--- config.mk ---
export PLATFORM = sky130hd
export DESIGN_NAME = data_sram_arbiter
export DESIGN_NICKNAME = d
export VERILOG_FILES = /design/src/rtl/data_sram_pkg.sv /design/src/rtl/store_buffer.sv /design/src/rtl/data_sram_arbiter.sv
export SDC_FILE = /design/constraint.sdc
export NUM_CORES = 1
export LEC_CHECK = 0
export ABC_AREA = 1
export CELL_PAD_IN_SITES_DETAIL_PLACEMENT = 1
export CELL_PAD_IN_SITES_GLOBAL_PLACEMENT = 2
export CORE_UTILIZATION = 35
export CTS_CLUSTER_SIZE = 10
export DETAILED_ROUTE_END_ITERATION = 6
export PLACE_DENSITY = 0.89
export SLEW_MARGIN = 25
export SYNTH_ARGS = -nofsm -noshare
export SYNTH_HDL_FRONTEND = slang
export SYNTH_SLANG_ARGS = --single-unit
--- constraint.sdc ---
create_clock -name clk -period 9.8 [get_ports clk]
set_clock_uncertainty 0.1 [all_clocks]
set_input_delay 1.96 -clock clk [delete_from_list [all_inputs] [get_ports clk]]
set_output_delay 1.96 -clock clk [all_outputs]
set_load 0.02 [all_outputs]
--- src/rtl/data_sram_pkg.sv ---
// Shared types for the data SRAM arbiter and its store buffer.
//   sb_entry_t : one posted store {addr, byte enables, data}
//   sel_e      : which requester owns the SRAM port this cycle
//   fence_e    : fence sequencer states
//   same_word  : word-address (bits [31:2]) equality used by the RAW check
package data_sram_pkg;

  localparam int ADDR_W        = 32;
  localparam int DATA_W        = 32;
  localparam int BE_W          = 4;
  localparam int WORD_ADDR_LSB = 2;

  typedef struct packed {
    logic [ADDR_W-1:0] addr;
    logic [BE_W-1:0]   we;
    logic [DATA_W-1:0] wdata;
  } sb_entry_t;

  typedef enum logic [1:0] {
    SEL_IDLE = 2'd0,
    SEL_LD   = 2'd1,
    SEL_ST   = 2'd2
  } sel_e;

  typedef enum logic [1:0] {
    F_IDLE  = 2'd0,
    F_DRAIN = 2'd1,
    F_DONE  = 2'd2
  } fence_e;

  function automatic logic same_word(input logic [ADDR_W-1:0] a, input logic [ADDR_W-1:0] b);
    return a[ADDR_W-1:WORD_ADDR_LSB] == b[ADDR_W-1:WORD_ADDR_LSB];
  endfunction

endpackage

--- src/rtl/store_buffer.sv ---
// Circular FIFO of posted stores with per-entry valid bits.
// Ports:
//   push_i/push_entry_i   enqueue one store at the write pointer
//   pop_i                 retire the head entry (it is on the SRAM port this cycle)
//   cmp_valid_i/cmp_addr_i store being accepted this cycle, included in the RAW compare
//   ld_addr_i             load address compared against every pending store
//   head_o                oldest pending store
//   count_o/count_next_o  occupancy now and after this cycle's push/pop
//   full_o/empty_o        occupancy flags
//   conflict_o            load hits the word of a pending or incoming store
module store_buffer
  import data_sram_pkg::*;
#(
  parameter int SB_DEPTH = 4,
  localparam int PTR_W = $clog2(SB_DEPTH),
  localparam int CNT_W = PTR_W + 1
) (
  input  logic              clk,
  input  logic              resetn,
  input  logic              push_i,
  input  sb_entry_t         push_entry_i,
  input  logic              cmp_valid_i,
  input  logic [ADDR_W-1:0] cmp_addr_i,
  input  logic              pop_i,
  input  logic [ADDR_W-1:0] ld_addr_i,
  output sb_entry_t         head_o,
  output logic [CNT_W-1:0]  count_o,
  output logic [CNT_W-1:0]  count_next_o,
  output logic              full_o,
  output logic              empty_o,
  output logic              conflict_o
);

  localparam logic [PTR_W-1:0] PTR_ONE  = PTR_W'(1);
  localparam logic [CNT_W-1:0] CNT_ONE  = CNT_W'(1);
  localparam logic [CNT_W-1:0] CNT_FULL = CNT_W'(SB_DEPTH);

  sb_entry_t             entries_q [SB_DEPTH];
  logic [SB_DEPTH-1:0]   valid_q;
  logic [PTR_W-1:0]      wr_ptr_q;
  logic [PTR_W-1:0]      rd_ptr_q;
  logic [CNT_W-1:0]      count_q;
  logic [CNT_W-1:0]      count_d;
  logic                  conflict_s;

  // Occupancy after this cycle; simultaneous push and pop cancel out.
  always_comb begin
    count_d = count_q;
    if (push_i && !pop_i) begin
      count_d = count_q + CNT_ONE;
    end else if (!push_i && pop_i) begin
      count_d = count_q - CNT_ONE;
    end else begin
      count_d = count_q;
    end
  end

  // Parallel word compare; the incoming store is older than the load in program order.
  always_comb begin
    conflict_s = cmp_valid_i && same_word(cmp_addr_i, ld_addr_i);
    for (int i = 0; i < SB_DEPTH; i++) begin
      conflict_s = conflict_s | (valid_q[i] && same_word(entries_q[i].addr, ld_addr_i));
    end
  end

  // Pointers, valid bits and count; reset discards every pending store.
  always_ff @(posedge clk or negedge resetn) begin
    if (!resetn) begin
      valid_q  <= {SB_DEPTH{1'b0}};
      wr_ptr_q <= {PTR_W{1'b0}};
      rd_ptr_q <= {PTR_W{1'b0}};
      count_q  <= {CNT_W{1'b0}};
    end else begin
      if (pop_i) begin
        valid_q[rd_ptr_q] <= 1'b0;
        rd_ptr_q          <= rd_ptr_q + PTR_ONE;
      end
      if (push_i) begin
        valid_q[wr_ptr_q] <= 1'b1;
        wr_ptr_q          <= wr_ptr_q + PTR_ONE;
      end
      count_q <= count_d;
    end
  end

  // Entry payload storage; validity is tracked separately so no reset is needed.
  always_ff @(posedge clk) begin
    if (push_i) begin
      entries_q[wr_ptr_q] <= push_entry_i;
    end
  end

  assign head_o       = entries_q[rd_ptr_q];
  assign count_o      = count_q;
  assign count_next_o = count_d;
  assign full_o       = (count_q == CNT_FULL);
  assign empty_o      = (count_q == {CNT_W{1'b0}});
  assign conflict_o   = conflict_s;

endmodule

--- src/rtl/data_sram_arbiter.sv ---
// Owner of the single data SRAM port. Loads take the port first; stores are
// posted into a store buffer and drained in idle cycles, when the buffer is
// full, or while a fence is draining. Loads that hit a pending store's word
// wait until that store has drained.
// Ports:
//   ld_req/ld_addr -> ld_ack (same cycle), ld_rdata_valid/ld_rdata (next cycle)
//   st_req/st_addr/st_we/st_wdata -> st_ready (accept handshake)
//   fence_req (level) -> fence_done (one-cycle pulse when the buffer is empty)
//   sb_count        occupied store buffer entries
//   data_sram_*     SRAM pins, read data has one cycle of latency
module data_sram_arbiter
  import data_sram_pkg::*;
#(
  parameter int SB_DEPTH = 4
) (
  input  logic                       clk,
  input  logic                       resetn,
  input  logic                       ld_req,
  input  logic [31:0]                ld_addr,
  output logic                       ld_ack,
  output logic                       ld_rdata_valid,
  output logic [31:0]                ld_rdata,
  input  logic                       st_req,
  input  logic [31:0]                st_addr,
  input  logic [3:0]                 st_we,
  input  logic [31:0]                st_wdata,
  output logic                       st_ready,
  input  logic                       fence_req,
  output logic                       fence_done,
  output logic [$clog2(SB_DEPTH):0]  sb_count,
  output logic                       data_sram_en,
  output logic [3:0]                 data_sram_we,
  output logic [31:0]                data_sram_addr,
  output logic [31:0]                data_sram_wdata,
  input  logic [31:0]                data_sram_rdata
);

  localparam int CNT_W = $clog2(SB_DEPTH) + 1;

  sb_entry_t         head_s;
  sb_entry_t         push_entry_s;
  logic [CNT_W-1:0]  count_s;
  logic [CNT_W-1:0]  count_next_s;
  logic              full_s;
  logic              empty_s;
  logic              conflict_s;
  logic              accept_s;
  logic              push_s;
  sel_e              sel_s;
  fence_e            fence_q;
  fence_e            fence_d;
  logic              fence_done_q;
  logic              ld_rdata_valid_q;

  assign st_ready     = !full_s && (fence_q == F_IDLE);
  assign accept_s     = st_req && st_ready;
  // A zero byte-enable store is consumed without occupying an entry.
  assign push_s       = accept_s && (st_we != 4'h0);
  assign push_entry_s = '{addr: st_addr, we: st_we, wdata: st_wdata};

  store_buffer #(
    .SB_DEPTH (SB_DEPTH)
  ) u_store_buffer (
    .clk          (clk),
    .resetn       (resetn),
    .push_i       (push_s),
    .push_entry_i (push_entry_s),
    .cmp_valid_i  (accept_s),
    .cmp_addr_i   (st_addr),
    .pop_i        (sel_s == SEL_ST),
    .ld_addr_i    (ld_addr),
    .head_o       (head_s),
    .count_o      (count_s),
    .count_next_o (count_next_s),
    .full_o       (full_s),
    .empty_o      (empty_s),
    .conflict_o   (conflict_s)
  );

  // Fixed-priority port select: forced drain, then load, then opportunistic drain.
  always_comb begin
    sel_s = SEL_IDLE;
    if ((full_s || (fence_q == F_DRAIN)) && !empty_s) begin
      sel_s = SEL_ST;
    end else if (ld_req && !conflict_s && (fence_q == F_IDLE)) begin
      sel_s = SEL_LD;
    end else if (!empty_s) begin
      sel_s = SEL_ST;
    end else begin
      sel_s = SEL_IDLE;
    end
  end

  // SRAM pin drive for the selected requester; idle cycles drive all zeros.
  always_comb begin
    ld_ack          = 1'b0;
    data_sram_en    = 1'b0;
    data_sram_we    = 4'h0;
    data_sram_addr  = {ADDR_W{1'b0}};
    data_sram_wdata = {DATA_W{1'b0}};
    case (sel_s)
      SEL_LD: begin
        ld_ack         = 1'b1;
        data_sram_en   = 1'b1;
        data_sram_addr = ld_addr;
      end
      SEL_ST: begin
        data_sram_en    = 1'b1;
        data_sram_we    = head_s.we;
        data_sram_addr  = head_s.addr;
        data_sram_wdata = head_s.wdata;
      end
      default: begin
        ld_ack = 1'b0;
      end
    endcase
  end

  // Fence sequencing; looking at next-cycle occupancy lets the final drain
  // cycle (or an already empty buffer) go straight to DONE.
  always_comb begin
    fence_d = fence_q;
    case (fence_q)
      F_IDLE: begin
        if (fence_req) begin
          fence_d = (count_next_s == {CNT_W{1'b0}}) ? F_DONE : F_DRAIN;
        end else begin
          fence_d = F_IDLE;
        end
      end
      F_DRAIN: fence_d = (count_next_s == {CNT_W{1'b0}}) ? F_DONE : F_DRAIN;
      F_DONE:  fence_d = fence_req ? F_DRAIN : F_IDLE;
      default: fence_d = F_IDLE;
    endcase
  end

  // Fence state plus the registered fence_done and read-valid outputs.
  always_ff @(posedge clk or negedge resetn) begin
    if (!resetn) begin
      fence_q          <= F_IDLE;
      fence_done_q     <= 1'b0;
      ld_rdata_valid_q <= 1'b0;
    end else begin
      fence_q          <= fence_d;
      fence_done_q     <= (fence_d == F_DONE);
      ld_rdata_valid_q <= (sel_s == SEL_LD);
    end
  end

  assign fence_done     = fence_done_q;
  assign ld_rdata_valid = ld_rdata_valid_q;
  assign ld_rdata       = data_sram_rdata;
  assign sb_count       = count_s;

endmodule

=== Word-level counts from Yosys, hierarchy flattened ===
Memories as Yosys holds them, arrays and structs flattened.
Cells that the tools add are included.

* Word-level logic and storage cells: 82
* Register bits after elaboration: 15
* Memories kept: 1
* Memory bits (writable): 272
* Input port bits: 137

{| class="wikitable"
|+ Memory list
! memory !! depth !! bits a word !! rd ports !! clocked after memory_dff !! wr ports !! line !! text
|-
| u_store_buffer.entries_q || 4 || 68 || 5 || 0 || 1 || store_buffer.sv:38 || <nowiki>sb_entry_t entries_q [SB_DEPTH];</nowiki>
|}

* Bitwise logic cells: 7
* Eq/ne operators: 11
* Reductions and logical operators: 26
* $lt $le $gt $ge: 4
* Mux-type cells: 22
* $add $sub $neg: 4

{| class="wikitable"
|+ Operators with widths
! operator !! number
|-
| $eq A30 B30 Y1 || 5
|-
| $pmux W32 S2 || 1
|-
| $mux W32 || 1
|-
| $logic_and A1 B1 Y1 || 15
|-
| $mux W4 || 3
|-
| $mux W2 || 5
|-
| $mux W1 || 7
|-
| $eq A2 B2 Y1 const B || 3
|-
| $logic_not A3 Y1 || 2
|-
| $lt A2 B3 Y1 const B || 2
|-
| $mux W3 || 2
|-
| $pmux W2 S3 || 1
|-
| $logic_not A1 Y1 || 5
|-
| $add A2 B1 Y2 const B || 2
|-
| $and A4 B4 Y4 || 1
|-
| $demux W1 S2 || 2
|-
| $eq A2 B1 Y1 const B || 2
|-
| $ge A2 B1 Y1 const B || 2
|-
| $not A4 Y4 || 1
|-
| $or A1 B1 Y1 || 4
|-
| $or A4 B4 Y4 || 1
|-
| $reduce_bool A4 Y1 || 1
|-
| $add A3 B1 Y3 const B || 1
|-
| $eq A3 B3 Y1 const B || 1
|-
| 4 further kinds || 4
|}

=== Longest topological paths before layout ===
* Depth after elaboration: 23
* Depth in mapped cells: 25

=== Modules after synthesis ===
A second synthesis with hierarchy kept.

* Cells, all modules: 1567
* Area total of the unflattened synthesis: 14438.8 um^2

{| class="wikitable"
|+ By module, submodules not included
! module !! cells an instance !! times used !! area each (um^2)
|-
| store_buffer || 1317 || 1 || 13113.8
|-
| data_sram_arbiter || 250 || 1 || 1325.0
|}

=== Worst setup path after synthesis ===
No wires, ideal clock.

* Path kind: input to output
* Start: input port ld_addr[16]
* End: output port data_sram_addr[22]
* Path slack: 3.761 ns
* Data arrival time: 3.979 ns
* Data required time: 7.740 ns
* Stages: 19
* Cells stage by stage: buf_4 inv_1 nand2_1 nand2_1 nor2_1 nand2_1 nor2_1 nand2_1 nor2_1 nor2_1 nand3_2 nand2_2 inv_2 ha_1 buf_2 buf_2 buf_1 nand2_1 a21oi_1

* Cells in the longest elaborated chain, start to end: 13
* Elaborated cells on any way between the ends: 22

{| class="wikitable"
|+ RTL lines
! what !! line !! text
|-
| from (decl) || data_sram_arbiter.sv:19 || <nowiki>input logic [31:0] ld_addr,</nowiki>
|-
| $eq A30 B30 Y1 || data_sram_pkg.sv:32 || <nowiki>return a[ADDR_W-1:WORD_ADDR_LSB] == b[ADDR_W-1:WORD_ADDR_LSB];</nowiki>
|-
| $logic_and A1 B1 Y1, on equally long branches || store_buffer.sv:60, store_buffer.sv:62 ||
|-
| $or A1 B1 Y1 (3 in a row) || store_buffer.sv:62 || <nowiki>conflict_s = conflict_s | (valid_q[i] && same_word(entries_q[i].addr, ld_addr_i));</nowiki>
|-
| $or A1 B1 Y1 * || store_buffer.sv:62 ||
|-
| $logic_not A1 Y1 * || data_sram_arbiter.sv:85 || <nowiki>end else if (ld_req && !conflict_s && (fence_q == F_IDLE)) begin</nowiki>
|-
| $logic_and A1 B1 Y1 * (2 in a row) || data_sram_arbiter.sv:85 ||
|-
| $mux W2 * || data_sram_arbiter.sv:85 ||
|-
| $mux W2 * || data_sram_arbiter.sv:83 || <nowiki>if ((full_s || (fence_q == F_DRAIN)) && !empty_s) begin</nowiki>
|-
| $eq A2 B2 Y1 / $eq A2 B1 Y1 (equally long branches) || data_sram_arbiter.sv:101 || <nowiki>case (sel_s)</nowiki>
|-
| $pmux W32 S2 * || data_sram_arbiter.sv:101 ||
|-
| to (decl) || data_sram_arbiter.sv:33 || <nowiki>output logic [31:0] data_sram_addr,</nowiki>
|}

Mark *: on every way between the ends. The rest lies on a longest branch, timed or not.

=== Final worst setup path ===
* Start: input port ld_addr[15]
* End: output port data_sram_wdata[18]

* Cells in the longest elaborated chain, start to end: 13
* Elaborated cells on any way between the ends: 21

{| class="wikitable"
|+ RTL lines
! what !! line !! text
|-
| $eq A30 B30 Y1 || data_sram_pkg.sv:32 ||
|-
| $logic_and A1 B1 Y1, on equally long branches || store_buffer.sv:60, store_buffer.sv:62 ||
|-
| $or A1 B1 Y1 (3 in a row) || store_buffer.sv:62 ||
|-
| $or A1 B1 Y1 * || store_buffer.sv:62 ||
|-
| $logic_not A1 Y1 * || data_sram_arbiter.sv:85 ||
|-
| $logic_and A1 B1 Y1 * (2 in a row) || data_sram_arbiter.sv:85 ||
|-
| $mux W2 * || data_sram_arbiter.sv:85 ||
|-
| $mux W2 * || data_sram_arbiter.sv:83 ||
|-
| $eq A2 B2 Y1 * || data_sram_arbiter.sv:101 ||
|-
| $mux W32 * || data_sram_arbiter.sv:101 ||
|-
| to (decl) || data_sram_arbiter.sv:34 || <nowiki>output logic [31:0] data_sram_wdata,</nowiki>
|}

Marked as above.

==> results.cfg <==
[outcome]
outcome = finished, final reports clean

[logic_synthesis]
synth_fp_nets = 1805
ys_seq_area_share_pct = 58.77
synthesis.area_um2 = 14540
yosys_register_bits = 287
yosys_warnings = 0
avgSynthCellArea_um2 = 8.783
netlist_instances = 1655
yosysUniqueCellTypes = 27

[power]
p_clk_share_pct = 22.7
combinationalPowerShare_pct = 45.6
p_seq_share_pct = 31.7
switching_power_uw = 2117
power_leakage_uw = 0.006897
internal-power_uw = 2985
irDropWorstVdd_v = 0.0001825
pwr_density_cell_nw_per_um2 = 290.6
switching_share_pct = 41.49

[routing]
first_pass_iters = 5
ant_nets = 0
routed_via_density = 5.028
num_vias = 11710
drcViolationCount = 0
drt_wl_total_um = 49390
drt-initial-drc-count = 765
drt-wirelength-per-cell_um = 21.21

[cells_and_area]
final_util_pct = 42.90
drive_gt1_share_pct = 5.067
final_cells = 2329
layout_commonest_cell = nand2_1
final_cell_mix = 466 x nand2_1, 272 x edfxtp_1, 271 x nor2_1
syn_to_final_growth_pct = 20.77
nets = 1930
fin_area_um2 = 17560

[worst_setup_path]
required_ns = 7.74
worst-path-max-fanout = 37
path_class = input port to output pin
critPathLaunchType = input port
rr_worst_depth = 24
crit_path_end_kind = output pin
crit_arrival_ns = 5.79

[cts]
clk_path_buf_depth = 3
cts-resized-gates = 0
cts_made_buffers = 35
clk_latency_ns = 0.54
htreeDepth = 2
hold_buffers = 0
cts_tree = done
root_buffer = clkbuf_16
post_cts_buffers = 0
clk_pin_slew_ns = 0.06
cts_sinks = 287

[global_route]
grt_overflow = 0
track_usage_pct = 23.69
grt_pass1_vias = 12507
antenna_found_initial = 5
grt_max_degree = 95
grt_pass1_wl_um = 74040

[die]
num_io_pins = 245
rows = 74
core_area_um2 = 40920
die_w_um = 205.8
die_h_um = 205.8
dieArea_um2 = 42350
initial_core_util_pct = 35.52

[run]
drv_cap = 0

[sta]
rsz0062_at_grt = false
hold_viol_final = 0
holdWs_ns = 0.4624
tns_ns = 0
post-route-period-util_pct = 80.05
max_freq_mhz = 127.5
relSlewSlack_pct = 32.35
period_minus_slack_ns = 7.845
worst_pin_slew_ns = 1.012
drv_slew = 0
setup_viol = 0

[placement]
placed_cells = 2275
routabilityCongestion = 0.9039
numPortBuffers = 180
placed_area_um2 = 16560
dp_hpwl_um = 33620

[min_path]
min_path_cells = 2
hold_class = flop to flop
==> critical path: stages <==
cell and delay (ns):
clkdlybuf4s50_1 0.66, inv_2 0.12, nand2_1 0.20, o21ai_1 0.15, nor2_1 0.13, nand2_1 0.06
nor2_1 0.18, nand2_1 0.08, nor2_1 0.09, nor2_1 0.06, nand3_2 0.09, nand2_2 0.07
inv_2 0.06, ha_2 0.40, inv_2 0.40, a21oi_1 0.37, clkdlybuf4s50_1 0.68
==> layer usage <==
metal	GRT usage [%]	wire [µm]	vias to the layer above
met4	8.745	1718	8
met5	0	66	-
met1	28.75	20240	5680
met3	5.226	3422	83
met2	40.98	23940	339
li1	-	-	5600
==> kinds of logic after synthesis <==
| family | Yosys count | share of synthesized area [%] |
|---|---|---|
| adders and majority gates | 13 | 1.119 |
| and+or+nand+nor | 758 | 19.93 |
| AOI/OAI and AO/OA | 316 | 10.93 |
| xor gates and xnor gates | 17 | 1.024 |
| DFF | 287 | 58.77 |
| buffers and inverters | 263 | 8.143 |
| muxes | 1 | 0.07746 |
==> state kept, by name, summed over array words and instances, names as in the netlist <==
| register | count |
|---|---|
| u_store_buffer.count_o | 3 |
| u_store_buffer.valid_q | 4 |
| ld_rdata_valid | 1 |
| u_store_buffer.wr_ptr_q | 2 |
| fence_q | 2 |
| u_store_buffer.rd_ptr_q | 2 |
| u_store_buffer.entries_q | 272 |
| fence_done | 1 |
==> path summary, 6_finish.rpt <==
check                                                    startpoint                                endpoint  slack, ns
worst max-delay path                                    ld_addr[15]                     data_sram_wdata[18]       1.95
worst min-delay path            u_store_buffer.valid_q[2]$_DFF_PN0_     u_store_buffer.valid_q[2]$_DFF_PN0_       0.46
worst max register to register  u_store_buffer.count_o[0]$_DFF_PN0_                    fence_done$_DFF_PN0_       6.11
worst min register to register  u_store_buffer.valid_q[2]$_DFF_PN0_     u_store_buffer.valid_q[2]$_DFF_PN0_       0.46
max in group asynchronous                                    resetn  u_store_buffer.rd_ptr_q[0]$_DFFE_PN0N_       7.22
min in group asynchronous                                    resetn                ld_rdata_valid$_DFF_PN0_       1.79
==> power by group through the flow <==
stage                     combinational, µW  clock (µW)  sequential (µW)
after floorplan                        1370           0             1590
after global placement                 2310           0             1630
after detailed placement               2350           0             1640
after CTS                              2370        1190             1620
after global routing                   2550        1220             1630
final                                  2330        1160             1620
==> metrics by stage <==
step / setup slack [ns] / total power (µW)
2_1_floorplan: 3.761 / 2966
3_3_place_gp: 2.021 / 3938
3_5_place_dp: 1.964 / 3988
4_1_cts: 1.908 / 5175
5_1_grt: 1.683 / 5402
6_report: 1.955 / 5102
==> Yosys cell counts <==
cell / count / area [µm²]
dfrtp_1: 15 / 375.4
nand2_2: 5 / 31.28
nor2_2: 2 / 12.51
clkbuf_1: 28 / 105.1
edfxtp_1: 272 / 8168
nand3_2: 3 / 30.03
xnor2_1: 10 / 87.58
nand3_1: 5 / 25.02
xor2_1: 7 / 61.31
o211ai_1: 1 / 7.510
buf_4: 43 / 322.8
buf_1: 10 / 37.54
mux2_2: 1 / 11.26
inv_4: 1 / 6.260
a21oi_1: 115 / 575.6
buf_2: 20 / 100.1
buf_6: 1 / 11.26
nor2_4: 1 / 11.26
inv_2: 21 / 78.83
nor2_1: 275 / 1032
or2_1: 1 / 6.260
o21ai_1: 9 / 45.04
ha_1: 13 / 162.7
o22ai_1: 4 / 25.02
nand2_1: 466 / 1749
inv_1: 139 / 521.8
o21ai_0: 187 / 935.9
==> layout make-up <==
| type | count | area, µm² |
|---|---|---|
| multi-input combinational | 1105 | 4845 |
| clock buffer | 48 | 924.6 |
| antenna | 1 | 2.502 |
| tap | 532 | 665.6 |
| clock inverter | 5 | 61.31 |
| inverter | 161 | 608.1 |
| timing repair buffer | 190 | 1901 |
| fill | 4778 | 23370 |
| sequential | 287 | 8548 |
Note: power is estimated with default switching activity, not from simulation.
